===== src/rtl/lvds_seq_pkg.sv =====
// rtl/lvds_seq_pkg.sv - state codes, output bundle and default delays for lvds_pll_sequencer
package lvds_seq_pkg;

    typedef enum logic [3:0] {
        RESET_PLL = 4'h0,
        WAIT_LOCK = 4'h1,
        LOCK_QUAL = 4'h2,
        IDLE      = 4'h3,
        PWR_VDD   = 4'h4,
        PWR_LVDS  = 4'h5,
        RUN       = 4'h6,
        OFF_BL    = 4'h7,
        OFF_LVDS  = 4'h8,
        FAULT     = 4'hF
    } seqState_e;

    localparam int DEF_CNT_W        = 24;
    localparam int DEF_RST_CYCLES   = 16;
    localparam int DEF_LOCK_TIMEOUT = 120000;
    localparam int DEF_LOCK_STABLE  = 1024;
    localparam int DEF_T_VDD        = 600000;
    localparam int DEF_T_BL         = 2400000;
    localparam int DEF_MAX_RETRY    = 3;

    typedef struct packed {
        logic pllRst;
        logic panelVdd;
        logic lvdsEn;
        logic backlightEn;
        logic locked;
        logic panelReady;
        logic fault;
    } seqOut_t;

    // Output levels are a pure function of the state being entered.
    function automatic seqOut_t decodeOutputs(seqState_e s);
        seqOut_t o;
        o = '0;
        case (s)
            RESET_PLL: o.pllRst = 1'b1;
            IDLE:      o.locked = 1'b1;
            PWR_VDD, OFF_LVDS: begin
                o.locked   = 1'b1;
                o.panelVdd = 1'b1;
            end
            PWR_LVDS, OFF_BL: begin
                o.locked   = 1'b1;
                o.panelVdd = 1'b1;
                o.lvdsEn   = 1'b1;
            end
            RUN: begin
                o.locked      = 1'b1;
                o.panelVdd    = 1'b1;
                o.lvdsEn      = 1'b1;
                o.backlightEn = 1'b1;
                o.panelReady  = 1'b1;
            end
            FAULT: begin
                o.fault  = 1'b1;
                o.pllRst = 1'b1;
            end
            default: ;
        endcase
        return o;
    endfunction

endpackage


===== src/rtl/lvds_pll_sequencer_lock_sync.sv =====
// rtl/lvds_pll_sequencer_lock_sync.sv - two-flop synchronizer for the asynchronous PLL lock
module lock_sync (
    input  logic clk,
    input  logic rstN,
    input  logic d,
    output logic q
);

    logic meta;

    always_ff @(posedge clk or negedge rstN) begin
        if (!rstN) begin
            meta <= 1'b0;
            q    <= 1'b0;
        end else begin
            meta <= d;
            q    <= meta;
        end
    end

endmodule


===== src/rtl/lvds_pll_sequencer.sv =====
// rtl/lvds_pll_sequencer.sv - PLL reset/lock qualification and LCD panel power sequencing
// Optional LVDS_SEQ_DEBUG_EN adds seqState and lockLossCnt observation ports.
module lvds_pll_sequencer
    import lvds_seq_pkg::*;
#(
    parameter int CNT_W        = DEF_CNT_W,
    parameter int RST_CYCLES   = DEF_RST_CYCLES,
    parameter int LOCK_TIMEOUT = DEF_LOCK_TIMEOUT,
    parameter int LOCK_STABLE  = DEF_LOCK_STABLE,
    parameter int T_VDD        = DEF_T_VDD,
    parameter int T_BL         = DEF_T_BL,
    parameter int MAX_RETRY    = DEF_MAX_RETRY
) (
    input  logic       clk,
    input  logic       rstN,
    input  logic       pllLock,
    input  logic       panelEn,
    output logic       pllRst,
    output logic       panelVdd,
    output logic       lvdsEn,
    output logic       backlightEn,
    output logic       locked,
    output logic       panelReady,
    output logic       fault
`ifdef LVDS_SEQ_DEBUG_EN
    ,
    output logic [3:0] seqState,
    output logic [7:0] lockLossCnt
`endif
);

    localparam int RETRY_W = (MAX_RETRY < 1) ? 1 : $clog2(MAX_RETRY + 1);

    localparam logic [CNT_W-1:0]   RST_LAST     = CNT_W'(RST_CYCLES - 1);
    localparam logic [CNT_W-1:0]   TIMEOUT_LAST = CNT_W'(LOCK_TIMEOUT - 1);
    localparam logic [CNT_W-1:0]   STABLE_LAST  = CNT_W'(LOCK_STABLE - 1);
    localparam logic [CNT_W-1:0]   VDD_LAST     = CNT_W'(T_VDD - 1);
    localparam logic [CNT_W-1:0]   BL_LAST      = CNT_W'(T_BL - 1);
    localparam logic [RETRY_W-1:0] RETRY_MAX    = RETRY_W'(MAX_RETRY);

    seqState_e          state, nextState;
    logic [CNT_W-1:0]   cnt, nextCnt;
    logic [RETRY_W-1:0] retry, nextRetry;
    logic               lockSync, lockLost, cntClr, cntHold;
    seqOut_t            outs;

    lock_sync uLockSync (
        .clk  (clk),
        .rstN (rstN),
        .d    (pllLock),
        .q    (lockSync)
    );

    assign lockLost = !lockSync &&
                      (state inside {IDLE, PWR_VDD, PWR_LVDS, RUN, OFF_BL, OFF_LVDS});

    always_comb begin
        nextState = state;
        nextRetry = retry;
        cntClr    = 1'b0;
        cntHold   = 1'b0;
        // Lock loss outranks panelEn and timer expiry in any panel state.
        if (lockLost) begin
            nextState = RESET_PLL;
            nextRetry = '0;
        end else begin
            case (state)
                RESET_PLL: if (cnt == RST_LAST) nextState = WAIT_LOCK;
                WAIT_LOCK: begin
                    if (lockSync) begin
                        nextState = LOCK_QUAL;
                    end else if (cnt == TIMEOUT_LAST) begin
                        if (retry < RETRY_MAX) begin
                            nextRetry = retry + 1'b1;
                            nextState = RESET_PLL;
                        end else begin
                            nextState = FAULT;
                        end
                    end
                end
                LOCK_QUAL: begin
                    if (!lockSync)               cntClr    = 1'b1;
                    else if (cnt == STABLE_LAST) nextState = IDLE;
                end
                IDLE: begin
                    cntHold   = 1'b1;
                    nextRetry = '0;
                    if (panelEn) nextState = PWR_VDD;
                end
                PWR_VDD: begin
                    if (!panelEn)             nextState = OFF_LVDS;
                    else if (cnt == VDD_LAST) nextState = PWR_LVDS;
                end
                PWR_LVDS: begin
                    if (!panelEn)            nextState = OFF_BL;
                    else if (cnt == BL_LAST) nextState = RUN;
                end
                RUN: begin
                    cntHold = 1'b1;
                    if (!panelEn) nextState = OFF_BL;
                end
                OFF_BL:   if (cnt == BL_LAST)  nextState = OFF_LVDS;
                OFF_LVDS: if (cnt == VDD_LAST) nextState = IDLE;
                FAULT: begin
                    cntHold = 1'b1;
                    if (!panelEn) begin
                        nextState = RESET_PLL;
                        nextRetry = '0;
                    end
                end
                default: nextState = RESET_PLL;
            endcase
        end

        if (nextState != state || cntClr) nextCnt = '0;
        else if (cntHold)                 nextCnt = cnt;
        else                              nextCnt = cnt + 1'b1;
    end

    always_ff @(posedge clk or negedge rstN) begin
        if (!rstN) begin
            state <= RESET_PLL;
            cnt   <= '0;
            retry <= '0;
            outs  <= decodeOutputs(RESET_PLL);
        end else begin
            state <= nextState;
            cnt   <= nextCnt;
            retry <= nextRetry;
            outs  <= decodeOutputs(nextState);
        end
    end

    assign pllRst      = outs.pllRst;
    assign panelVdd    = outs.panelVdd;
    assign lvdsEn      = outs.lvdsEn;
    assign backlightEn = outs.backlightEn;
    assign locked      = outs.locked;
    assign panelReady  = outs.panelReady;
    assign fault       = outs.fault;

`ifdef LVDS_SEQ_DEBUG_EN
    logic [7:0] lossCnt;

    always_ff @(posedge clk or negedge rstN) begin
        if (!rstN)                           lossCnt <= '0;
        else if (lockLost && lossCnt != '1)  lossCnt <= lossCnt + 1'b1;
    end

    assign seqState    = state;
    assign lockLossCnt = lossCnt;
`endif

endmodule

===== config.mk =====
export PLATFORM = sky130hd
export DESIGN_NAME = lvds_pll_sequencer
export DESIGN_NICKNAME = d
export VERILOG_FILES = /design/src/rtl/lvds_seq_pkg.sv /design/src/rtl/lvds_pll_sequencer_lock_sync.sv /design/src/rtl/lvds_pll_sequencer.sv
export SDC_FILE = /design/constraint.sdc
export NUM_CORES = 1
export LEC_CHECK = 0
export CAP_MARGIN = 20
export CORE_ASPECT_RATIO = 0.75
export CORE_MARGIN = 4
export CORE_UTILIZATION = 35
export DETAILED_ROUTE_END_ITERATION = 8
export GPL_TIMING_DRIVEN = 0
export SYNTH_ARGS = -nofsm -noshare
export SYNTH_HDL_FRONTEND = slang
export SYNTH_HIERARCHICAL = 1
export SYNTH_SLANG_ARGS = --single-unit

===== constraint.sdc =====
create_clock -name clk -period 2.5 [get_ports clk]
set_input_delay 0.5 -clock clk [delete_from_list [all_inputs] [get_ports clk]]
set_output_delay 0.5 -clock clk [all_outputs]
set_load 0.005 [all_outputs]

==> results.cfg <==
[worst_setup_path]
critPathCaptureType = register
worst-path-buf-inv = 2
reg2reg_from = cnt[1]$_DFFE_PN0P_
worstPathCellList = ha_4 -> and3b_1 -> nand4_1 -> buf_4 -> nor2_1 -> o2bb2ai_2 -> a21oi_2 -> or4_4 -> buf_6 -> nor2_2
worstSetupStartpoint = cnt[1]$_DFFE_PN0P_
critical_path_peak_fanout = 10
path_delay_family = simple AND/OR/NAND/NOR gates
path_class = reg2reg
crit_required_ns = 2.72
cp-start-kind = register
critPathSlowestCell = or4_4
slowest_delay_ns = 0.60
rrSetupSlack_ns = -0.03
worstPathArrival_ns = 2.75

[timing]
whs_ns = 0.302
tightest_slew_ns = 0.860
fin_crit_sh = 1.01
final.setup.tns_ns = -0.225
max_freq_mhz = 396
hold_violations = 0
setup_viol = 18
slew_viol_final = 0
fin_skew_ns = 0.00817
finalCriticalPeriod_ns = 2.53
slew_headroom = 0.427
worst_slack_ns = -0.0268
rsz0062_at_grt = true

[logic_synthesis]
avgSynthCellArea_um2 = 8.43
synthMuxAreaShare = 0.00389
synthXorXnorAreaFrac = 0.0783
ys.flop_type = dfrtp_1
synth.area.top_cells = dfrtp_1 36%, nor2_1 5.8%, xnor2_1 4.4%, nand2_1 4.1%, nand3_1 3.7%
synth_top_cell_by_area = dfrtp_1
syn-instance-count = 305
synth.most_common_cell = nor2_1
netlist_area_um2 = 2570
synth-compound-area-share = 0.140
synth_cell_types = 61
ys_seq_area_frac = 0.370
synthAdderAreaFrac = 0.00973
yosysWarnings = 6
synth-async-reset-ratio = 1.00
synth_top_family_by_area = simple AND/OR/NAND/NOR gates
synth_simple_gate_area_frac = 0.341
synth_edf_count = 0
synthTopCellsByCount = 40 x nor2_1, 37 x dfrtp_1, 28 x nand2_1
synth_seq_cells = 38
synthesis.nets = 311
synth_top_cell_area_share = 0.360

[floorplan]
die_y_um = 82.2
std_cell_rows = 26
coreArea_um2 = 6960
pin_count = 11
die_w_um = 107
die_area_um2 = 8800
initial_core_util = 0.369

[power]
peakVddDrop_mv = 0.270
p_leak_nw = 1.22
power.total_mw = 1.14
p_per_area_nw_per_um2 = 366

[placed_design]
placedCellCount = 413
numPortBuffers = 10
place.gp.congestion = 0.899
post-place-ws_ns = -0.506
hpwl_um = 4590

[route]
detail_route.first_pass.iterations = 6
ant_nets = 0
first_iter_violations = 136
drt_wl_total_um = 6900
drc_errors = 0
vias_per_cell = 5.63
wl_per_cell_um = 16.2
vias = 2404

[global_routing]
grt_pass1_wl_um = 11200
grt.overflow.total = 0
antenna_found_initial = 0
grtUsageTotal = 0.160
grt_pass1_vias = 2268
grt_max_degree = 39

[cts]
cts_tree = built
insertion_delay_ns = 0.29
root_buffer = clkbuf_8
clock_tree.buffer_depth = 2
holdBufCountCts = 0
cts_max_level = 2
clkTransAtPathRegs_ns = 0.08
cts_sinks = 38
cts_buffers = 5

[run_status]
status = complete, but fails checks
failed_checks = setup timing

[layout]
nFillCells = 711
antenna_cells = 0
syn_to_final_growth_pct = 21.1
layout.cells.non_filler = 427
nNetsFinal = 334
layout-drive-gt1-share = 0.264

[run]
cap_violations = 0

[min_path]
hold_path_class = in2async
[path summary, 6_finish.rpt]
path,end,cells past startpoint
setup / recovery,cnt[22]$_DFFE_PN0P_,10
hold / removal,fault$_DFF_PN0_,1
setup reg to reg,cnt[22]$_DFFE_PN0P_,10
hold reg to reg,uLockSync/q$_DFF_PN0_,0
max in group asynchronous,cnt[17]$_DFFE_PN0P_,1
min in group clk,uLockSync/q$_DFF_PN0_,0
[power by group]
part	internal [mW]	total, mW	switching, mW
registers	0.620	0.626	0.00634
clock network	0.222	0.451	0.229
logic	0.0223	0.0637	0.0415
total	0.864	1.14	0.277
[cell usage in the layout, fill, tap and decap left out, drive strengths merged, types with 8 or more instances in the layout]
| cell | instances |
|---|---|
| dfrtp | 37 |
| nand2 | 28 |
| o21ai | 9 |
| clkbuf | 12 |
| xnor2 | 13 |
| nand3 | 20 |
| nor3 | 11 |
| a21oi | 13 |
| nand4 | 10 |
| clkdlybuf4s50 | 8 |
| inv | 8 |
| buf | 22 |
| nor4 | 8 |
| nor2 | 42 |
| xor2 | 10 |
[stage by stage]
| step | area [µm²] | utilization |
|---|---|---|
| floorplan | 2570 | - |
| global placement | 2790 | 0.401 |
| detailed placement | 2790 | 0.401 |
| CTS | 3010 | 0.433 |
| global route | 3110 | 0.447 |
| finish | 3110 | 0.447 |
[cells by family after synthesis]
family,after synthesis
and+or+nand+nor,160
muxes,1
AOI/OAI and AO/OA,52
xor gates and xnor gates,23
DFF,38
buffers and inverters,29
adders and majority gates,2
[per-layer routing]
layer	global-route usage	up-vias	routed length, µm
met4	0.0536	0	116
met2	0.247	108	3070
li1	-	1142	-
met5	0	-	0
met3	0.0272	14	494
met1	0.230	1140	3230
[worst reg2reg max path, delay by kind of cell, from the launching register on]
family,cells,cell delay [ns]
AOI/OAI and AO/OA,2,0.27
adders and majority gates,1,0.19
buffers and inverters,2,0.38
DFF,1,0.42
and+or+nand+nor,5,1.19
[flip-flops by register name, indices dropped and copies added (netlist names)]
| register | count |
|---|---|
| fault | 1 |
| lvdsEn | 1 |
| retry | 2 |
| panelReady | 1 |
| uLockSync/q | 1 |
| pllRst | 1 |
| panelVdd | 1 |
| state | 4 |
| uLockSync/meta | 1 |
| cnt | 24 |
| locked | 1 |
[what timing repair did]
| action | CTS | global route |
|---|---|---|
| gates resized for setup | 18 | 34 |
| cloned | 0 | 0 |
| setup endpoints to repair | 30 | 32 |
| buffers inserted | 9 | 2 |
| pin swaps | 7 | 6 |
| endpoints found under the hold margin | 0 | 0 |
[cell type report]
type / instances / area [µm²] / share of cell area
clock inverter: 2 / 12.5 / 0.00402
buffer: 16 / 100 / 0.0321
sequential: 38 / 955 / 0.307
timing repair buffer: 21 / 176 / 0.0566
tap: 98 / 123 / 0.0394
clock buffer: 6 / 82.6 / 0.0265
multi-input combinational: 238 / 1640 / 0.525
inverter: 8 / 30.0 / 0.00964
(Power assumes the default switching activity.)
